==> config.mk <==
export PLATFORM = sky130hd
export DESIGN_NAME = cache_mem_arbiter
export DESIGN_NICKNAME = d
export VERILOG_FILES = /design/src/rtl/cache_pkg.sv /design/src/rtl/arb_rr2.sv /design/src/rtl/cache_mem_arbiter.sv
export SDC_FILE = /design/constraint.sdc
export NUM_CORES = 2
export LEC_CHECK = 0
export CORE_AREA = 10 10 406 408
export DETAILED_ROUTE_END_ITERATION = 8
export DIE_AREA = 0 0 416 418
export MAX_ROUTING_LAYER = met4
export PLACE_DENSITY_LB_ADDON = 0.08
export SLEW_MARGIN = 10
export SYNTH_ARGS = -nofsm -noshare
export SYNTH_HDL_FRONTEND = slang
export SYNTH_SLANG_ARGS = --single-unit
==> constraint.sdc <==
create_clock -name clk -period 22.7 [get_ports clk]
set_input_delay 2.27 -clock clk [delete_from_list [all_inputs] [get_ports clk]]
set_output_delay 2.27 -clock clk [all_outputs]
set_load 0.01 [all_outputs]
==> src/rtl/cache_pkg.sv <==
// Shared definitions for the cache-to-memory arbiter slice: line geometry
// and the burst FSM state encoding.
package cache_pkg;

  localparam int unsigned LINE_ADDR_LEN_DEF = 3;
  localparam int unsigned WORD_OFF_W        = LINE_ADDR_LEN_DEF;
  localparam int unsigned BYTE_OFF_W        = 2;

  typedef enum logic [1:0] {
    ST_IDLE  = 2'd0,
    ST_BURST = 2'd1,
    ST_DONE  = 2'd2
  } state_e;

endpackage

==> src/rtl/arb_rr2.sv <==
// Two-way round-robin picker: when both request, the port not served last wins.
module arb_rr2 (
  input  logic [1:0] req_i,
  input  logic       last_i,
  output logic [1:0] gnt_o
);

  always_comb begin
    gnt_o = '0;
    if (req_i == 2'b11) begin
      gnt_o = last_i ? 2'b01 : 2'b10;
    end else begin
      gnt_o = req_i;
    end
  end

endmodule

==> src/rtl/cache_mem_arbiter.sv <==
// Shares one main-memory word port between the I-cache (port 0) and D-cache
// (port 1), running refills/writebacks as fixed-length word bursts.
module cache_mem_arbiter
  import cache_pkg::*;
#(
  parameter  int unsigned LINE_ADDR_LEN = LINE_ADDR_LEN_DEF,
  parameter  int unsigned MEM_ADDR_W    = 32,
  localparam int unsigned LINE_WORDS    = 2 ** LINE_ADDR_LEN
) (
  input  logic                    clk,
  input  logic                    rst,
  input  logic                    req0,
  input  logic                    we0,
  input  logic [MEM_ADDR_W-1:0]   addr0,
  input  logic [32*LINE_WORDS-1:0] wdata0,
  output logic                    done0,
  input  logic                    req1,
  input  logic                    we1,
  input  logic [MEM_ADDR_W-1:0]   addr1,
  input  logic [32*LINE_WORDS-1:0] wdata1,
  output logic                    done1,
  output logic [32*LINE_WORDS-1:0] rdata,
  output logic                    busy,
  output logic                    grant,
  output logic                    mem_rd_req,
  output logic                    mem_wr_req,
  output logic [MEM_ADDR_W-1:0]   mem_addr,
  output logic [31:0]             mem_wdata,
  input  logic [31:0]             mem_rdata,
  input  logic                    mem_ready,
  output logic [31:0]             grant_cnt0,
  output logic [31:0]             grant_cnt1,
  output logic [31:0]             wait_cnt0,
  output logic [31:0]             wait_cnt1
);

  localparam int unsigned LINE_W = 32 * LINE_WORDS;
  localparam int unsigned OFF_LO = LINE_ADDR_LEN + BYTE_OFF_W;

  state_e                   state_q, state_d;
  logic [LINE_ADDR_LEN-1:0] k_q, k_d;
  logic                     grant_q, grant_d;
  logic                     we_q, we_d;
  logic [MEM_ADDR_W-1:0]    base_q, base_d;
  logic [LINE_W-1:0]        wdata_q, wdata_d;
  logic [LINE_W-1:0]        rdata_q, rdata_d;
  logic [31:0]              gcnt0_q, gcnt0_d, gcnt1_q, gcnt1_d;
  logic [31:0]              wcnt0_q, wcnt0_d, wcnt1_q, wcnt1_d;
  logic [1:0]               gnt;

  // grant_q doubles as the round-robin pointer; reset value 0 favours port 1
  arb_rr2 u_arb (
    .req_i  ({req1, req0}),
    .last_i (grant_q),
    .gnt_o  (gnt)
  );

  always_comb begin
    state_d    = state_q;
    k_d        = k_q;
    grant_d    = grant_q;
    we_d       = we_q;
    base_d     = base_q;
    wdata_d    = wdata_q;
    rdata_d    = rdata_q;
    gcnt0_d    = gcnt0_q;
    gcnt1_d    = gcnt1_q;
    mem_rd_req = 1'b0;
    mem_wr_req = 1'b0;
    mem_addr   = '0;
    mem_wdata  = '0;
    done0      = 1'b0;
    done1      = 1'b0;
    unique case (state_q)
      ST_IDLE: begin
        if (|gnt) begin
          grant_d              = gnt[1];
          we_d                 = gnt[1] ? we1 : we0;
          base_d               = gnt[1] ? addr1 : addr0;
          base_d[OFF_LO-1:0]   = '0;
          wdata_d              = gnt[1] ? wdata1 : wdata0;
          k_d                  = '0;
          state_d              = ST_BURST;
        end
      end
      ST_BURST: begin
        mem_rd_req = ~we_q;
        mem_wr_req = we_q;
        mem_addr   = base_q + MEM_ADDR_W'({k_q, 2'b00});
        mem_wdata  = wdata_q[32*k_q +: 32];
        if (mem_ready) begin
          if (!we_q) begin
            rdata_d[32*k_q +: 32] = mem_rdata;
          end
          if (k_q == LINE_ADDR_LEN'(LINE_WORDS - 1)) begin
            state_d = ST_DONE;
          end else begin
            k_d = k_q + 1'b1;
          end
        end
      end
      ST_DONE: begin
        done0   = ~grant_q;
        done1   = grant_q;
        gcnt0_d = gcnt0_q + {31'b0, ~grant_q};
        gcnt1_d = gcnt1_q + {31'b0, grant_q};
        state_d = ST_IDLE;
      end
      default: state_d = ST_IDLE;
    endcase
    wcnt0_d = wcnt0_q + {31'b0, req0 & ~done0};
    wcnt1_d = wcnt1_q + {31'b0, req1 & ~done1};
  end

  always_ff @(posedge clk or posedge rst) begin
    if (rst) begin
      state_q <= ST_IDLE;
      k_q     <= '0;
      grant_q <= 1'b0;
      we_q    <= 1'b0;
      base_q  <= '0;
      wdata_q <= '0;
      rdata_q <= '0;
      gcnt0_q <= '0;
      gcnt1_q <= '0;
      wcnt0_q <= '0;
      wcnt1_q <= '0;
    end else begin
      state_q <= state_d;
      k_q     <= k_d;
      grant_q <= grant_d;
      we_q    <= we_d;
      base_q  <= base_d;
      wdata_q <= wdata_d;
      rdata_q <= rdata_d;
      gcnt0_q <= gcnt0_d;
      gcnt1_q <= gcnt1_d;
      wcnt0_q <= wcnt0_d;
      wcnt1_q <= wcnt1_d;
    end
  end

  assign busy       = (state_q != ST_IDLE);
  assign grant      = grant_q;
  assign rdata      = rdata_q;
  assign grant_cnt0 = gcnt0_q;
  assign grant_cnt1 = gcnt1_q;
  assign wait_cnt0  = wcnt0_q;
  assign wait_cnt1  = wcnt1_q;

endmodule

* Yosys cells after proc, flatten, opt, wreduce, memory -nomap -nowiden
Index checks and enable logic that the tools add are counted.
Storage, ports and cells: logic and storage cells 63, input bits 615, flip-flop bits (word level) 674, output and inout bits 454
Operators by class: reductions and logical operators 8, mux-type cells 20, equal/unequal tests 8, add/sub/neg operators 7, bitwise logic cells 6, shifts and indexed selects 3
Operator list (number):
- $bwmux 256 | 1
- $mux 256 | 1
- $shift 32x34->256 const A | 1
- $shiftx 256x9->32 | 1
- $shiftx 32x34->256 | 1
- $add 32x1->32 | 4
- $mux 32 | 3
- $neg 8->34 | 1
- $add 32x5->32 | 1
- $mux 2 | 5
- $mux 3 | 3
- $ne 2x2->1 const B | 4
- $pmux 3 s2 | 1
- $reduce_and 3->1 | 2
- $mux 1 | 5
- $eq 2x2->1 const B | 2
- $not 1->1 | 4
- $pmux 2 s2 | 1
- $reduce_and 4->1 | 1
- $reduce_bool 2->1 | 2
- $add 3x1->3 const B | 1
- $eq 3x3->1 const B | 1
- $and 1x1->1 | 2
- $eq 2x1->1 const B | 1
- other kinds (3) | 3

* Logic depth before layout (Yosys ltp)
depth in word-level cells 5, depth in mapped cells 11, mapped depth without buffers 10

* By module
A second synthesis with hierarchy kept.
Second synthesis, totals: cell total of the unflattened synthesis 2856, area, all modules 30454.2 µm²
Modules (own cells, without submodules):
- cache_mem_arbiter | times used 1, sequential area each 16866.2 µm², area each 30435.4 µm², cells each 2853
- arb_rr2 | times used 1, sequential area each 0.0 µm², area each 18.8 µm², cells each 3

* Worst setup path before layout
OpenSTA, ideal clock, no wires.
path kind register to output, start reg k_q[0], end out mem_wdata[24], data required time 20.430 ns, cell stages (with the launch flop) 7, path buffers 3, data arrival time 1.653 ns, slack 18.777 ns, cells stage by stage dfrtp_1 > buf_2 > buf_4 > buf_2 > mux4_2 > nand2_1 > a21oi_1
Between the ends: cells in the longest elaborated chain, start to end 2
Ends and longest elaborated chain:
- start, declared | RTL line cache_mem_arbiter.sv:41 | logic [LINE_ADDR_LEN-1:0] k_q, k_d;
- start signal, assigned | RTL line cache_mem_arbiter.sv:130 | k_q <= k_d;
- $shiftx 256x9->32 | RTL line cache_mem_arbiter.sv:90 | mem_wdata = wdata_q[32*k_q +: 32];
- $mux 32 | RTL line cache_mem_arbiter.sv:74 | unique case (state_q)
- end, declared | RTL line cache_mem_arbiter.sv:28 | output logic [31:0] mem_wdata,
Every way passes these cells.

* Final worst setup path
start in req1, end reg wdata_q[28]
Between the ends: cells in the longest elaborated chain, start to end 4, elaborated cells between the ends (all ways) 5, classes of those cells eq/ne (1); mux (2); reduce/logical (2)
Ends and longest elaborated chain:
- start, declared | RTL line cache_mem_arbiter.sv:17 | input logic req1,
- $eq 2x2->1 | RTL line arb_rr2.sv:10 | if (req_i == 2'b11) begin
- $mux 2 * | RTL line arb_rr2.sv:10
- $reduce_or 2->1 | RTL line cache_mem_arbiter.sv:76 | if (|gnt) begin
- $reduce_and 2->1 (no line)
- end signal, assigned | RTL line cache_mem_arbiter.sv:134 | wdata_q <= wdata_d;
- end, declared | RTL line cache_mem_arbiter.sv:45 | logic [LINE_W-1:0] wdata_q, wdata_d;
Every way passes the cells marked *; elsewhere a longest branch is shown, timed or not. A chain may end at the register's enable or synchronous reset.

==> impl_metrics.env <==
export IMPL_outcome="completed"
export IMPL_critPathArrivalTime_ns=7.17
export IMPL_cts_root_buf="clkbuf_16"
export IMPL_max_stage_delay_ns=0.87
export IMPL_fp_dieH_um=418
export IMPL_io_buffer_count=1056
export IMPL_drv_cap=0
export IMPL_wl_per_cell_um=25.15
export IMPL_cts_buffers=91
export IMPL_clkSinkCount=674
export IMPL_first_iter_violations=1666
export IMPL_grt_pass1_vias=28090
export IMPL_fin_crit_sh_pct=29.02
export IMPL_critical_path_peak_fanout=177
export IMPL_syn_avg_cell_area_um2=9.624
export IMPL_hpwlAfterDp_um=121100
export IMPL_cts_post_setup_buffers_inserted=0
export IMPL_nets=4765
export IMPL_cp_num_buf_inv=6
export IMPL_synth_top_cell_area_share_pct=55.04
export IMPL_cp_required_ns=23.28
export IMPL_tns_ns=0
export IMPL_drc=0
export IMPL_placementRows=146
export IMPL_first_pass_iters=5
export IMPL_path_class="in -> reg"
export IMPL_areaGrowthSynthToFinish_pct=51.53
export IMPL_grt_max_degree=178
export IMPL_stdcell_count=6347
export IMPL_synth_commonest_cells="951 x nand2_1, 674 x dfrtp_1, 321 x nor2_1"
export IMPL_fin_ws_ns=16.11
export IMPL_synthCells=3184
export IMPL_period_needed_ns=6.587
export IMPL_p_leak_nw=18.89
export IMPL_core_um2=157100
export IMPL_dp_cells=6115
export IMPL_synth_seq_area_share_pct=55.04
export IMPL_synth_area_top_cells="dfrtp_1 55%, nand2_1 12%, a31oi_1 5.8%"
export IMPL_synth_top_cell_by_area="dfrtp_1"
export IMPL_yosysWarningCount=0
export IMPL_synth_area_um2=30640
export IMPL_hold_viol_final=0
export IMPL_clk_latency_ns=0.70
export IMPL_start_kind="primary input"
export IMPL_synth_most_common_cell="nand2_1"
export IMPL_async_reset_ff_share_pct=100.0
export IMPL_ios=1069
export IMPL_cp_top_family="buffers and inverters"
export IMPL_worst_pin_slew_ns=1.088
export IMPL_slew_viol_final=0
export IMPL_cts_buffer_depth=3
export IMPL_synth_ff_type="dfrtp_1"
export IMPL_hp_class="reg -> reg"
export IMPL_postCtsHoldBufs=0
export IMPL_setup_violations=0
export IMPL_finClkSkew_ns=0.04866
export IMPL_wl_um=159600
export IMPL_slew_limit_headroom_pct=27.44
export IMPL_cts_tree="built"
export IMPL_preCtsSetupSlack_ns=15.41
export IMPL_rsz0062_at_grt="no"
export IMPL_pwr_density_cell_nw_per_um2=113.7
export IMPL_post_cts_resized=0
export IMPL_start_util_pct=19.50
export IMPL_grt_pass1_wl_um=222300
export IMPL_cp_end_kind="flip-flop"
export IMPL_ctsHtreeMaxLevel=3
export IMPL_synth_edff_count=0
export IMPL_die_area_um2=173900
export IMPL_antenna_found_initial=71
export IMPL_gp_congestion=0.8133
export IMPL_slowest_stage="buf_4"
export IMPL_ys_ff_latch=674
export IMPL_ant_nets=0
export IMPL_synthDistinctLibCells=49
export IMPL_grt_overflow=0
export IMPL_grtUsageTotal_pct=18.16
export IMPL_worstPathCellList="clkdlybuf4s50_1, nor2_1, nor2_4, buf_4, buf_12, buf_4, buf_4, buf_4, nor2_1, a31oi_1"
export IMPL_dr_total_vias=27080
export IMPL_drive_gt1_share_pct=7.718
export IMPL_timing_critical_path_mode_cell="buf_4"
export IMPL_max_vdd_ir_drop_mv=0.04936
export IMPL_fmax_mhz=151.8
export IMPL_die_width_um=416
export IMPL_vias_per_cell=4.267
export IMPL_clkSlewWorstSetupHoldPaths_ns=0.06
## cells in the final DEF (no fill, tap or decap), types with 4 or more instances in the layout
master,netlist,routed
a31oi_1,285,285
clkinv_2,0,12
mux2_2,47,47
clkinvlp_4,0,4
nand3_2,6,6
nor3_1,15,15
o31ai_1,119,119
clkbuf_8,0,22
and4_1,6,6
nor4_4,4,4
o21ai_1,4,4
diode_2,0,64
buf_4,8,33
nand2_1,951,949
a21oi_1,33,33
nand4_1,29,29
ha_1,14,14
mux4_2,64,64
and3_1,17,17
nand3_1,47,47
dfrtp_1,674,671
nand2b_1,21,19
nor2_1,321,321
inv_1,17,16
and2_1,32,31
clkbuf_16,0,92
bufinv_16,0,5
clkbuf_1,152,27
xnor2_1,82,82
buf_12,0,4
o21ai_0,89,89
xor2_1,38,38
clkdlybuf4s50_1,0,1056
## path summary, 6_finish.rpt
path,startpoint,endpoint,slack [ns],cells after the start
min in group asynchronous,rst,grant_cnt1[28]$_DFFE_PP0N_,2.13,2
worst max-delay path,req1,wdata_q[28]$_DFFE_PP0P_,16.11,10
worst min register to register,rdata[211]$_DFFE_PP0P_,rdata[211]$_DFFE_PP0P_,0.47,2
worst max register to register,state_q[1]$_DFFE_PP0P_,wdata_q[28]$_DFFE_PP0P_,17.55,10
max in group asynchronous,rst,wdata_q[86]$_DFFE_PP0P_,17.48,5
worst min-delay path,rdata[211]$_DFFE_PP0P_,rdata[211]$_DFFE_PP0P_,0.47,2
## final cells by class
type                            instances  area, um^2
Fill cell                           16840      110700
Sequential cell                       674       16870
Multi-Input combinational cell       2258       12750
Timing Repair Buffer                 1093       10900
Clock buffer                          141        2706
Tap cell                             2072        2592
Clock inverter                         27       371.6
Antenna cell                           64       160.2
Inverter                               18       75.07
## kinds of logic (layout without fill, tap and decap cells)
| family | count (synthesis) | in the layout | share of synthesized area (%) |
|---|---|---|---|
| AND/OR/NAND/NOR | 1479 | 1479 | 20.18 |
| adder cells (fa/ha/maj) | 14 | 14 | 0.5717 |
| flip-flops | 674 | 674 | 55.04 |
| AO/OA/AOI/OAI | 532 | 532 | 10.85 |
| other | 1 | 66 | 0.01224 |
| buffers and inverters | 253 | 1279 | 3.491 |
| multiplexers | 111 | 111 | 6.431 |
| XOR/XNOR | 120 | 120 | 3.430 |
## through the flow
| stage | hold WS [ns] | utilization (%) | power (mW) | area (um^2) |
|---|---|---|---|---|
| floorplan | 0.5039 | - | 2.785 | 30650 |
| global placement | 0.4580 | 27.49 | 3.899 | 43190 |
| detailed placement | 0.4650 | 27.49 | 3.904 | 43190 |
| CTS | 0.4740 | 29.45 | 5.435 | 46270 |
| global route | 0.4857 | 29.55 | 5.614 | 46420 |
| finish | 0.4713 | 29.56 | 5.277 | 46430 |
## tightest hold or removal path: cells and delay by family (launching register included)
kind / cells / cell delay [ns]
DFF: 1 / 0.34
and+or+nand+nor: 1 / 0.05
AOI/OAI and AO/OA: 1 / 0.05
## flip-flops by register name (all words and copies together), names as in the netlist
signal      count
rdata         256
wdata_q       256
grant_cnt0     32
grant_cnt1     32
wait_cnt0      32
wait_cnt1      32
base_q         27
k_q             3
state_q         2
grant           1
we_q            1
## where the power goes
group          switching [mW]  total, mW  internal [mW]
clock                   0.609       1.49          0.880
combinational            1.06       1.94          0.883
sequential              0.278       1.85           1.57
total                    1.95       5.28           3.33
## per-layer routing
metal  routed length [um]  track usage (%)  up-vias
met5                    0                -        -
met4                 4509            5.058        0
met3                11680            6.036      179
met2                85770            33.29      811
met1                57670            18.35    13190
li1                     -                -    12900
No activity file was read; power rests on OpenSTA's default activity.
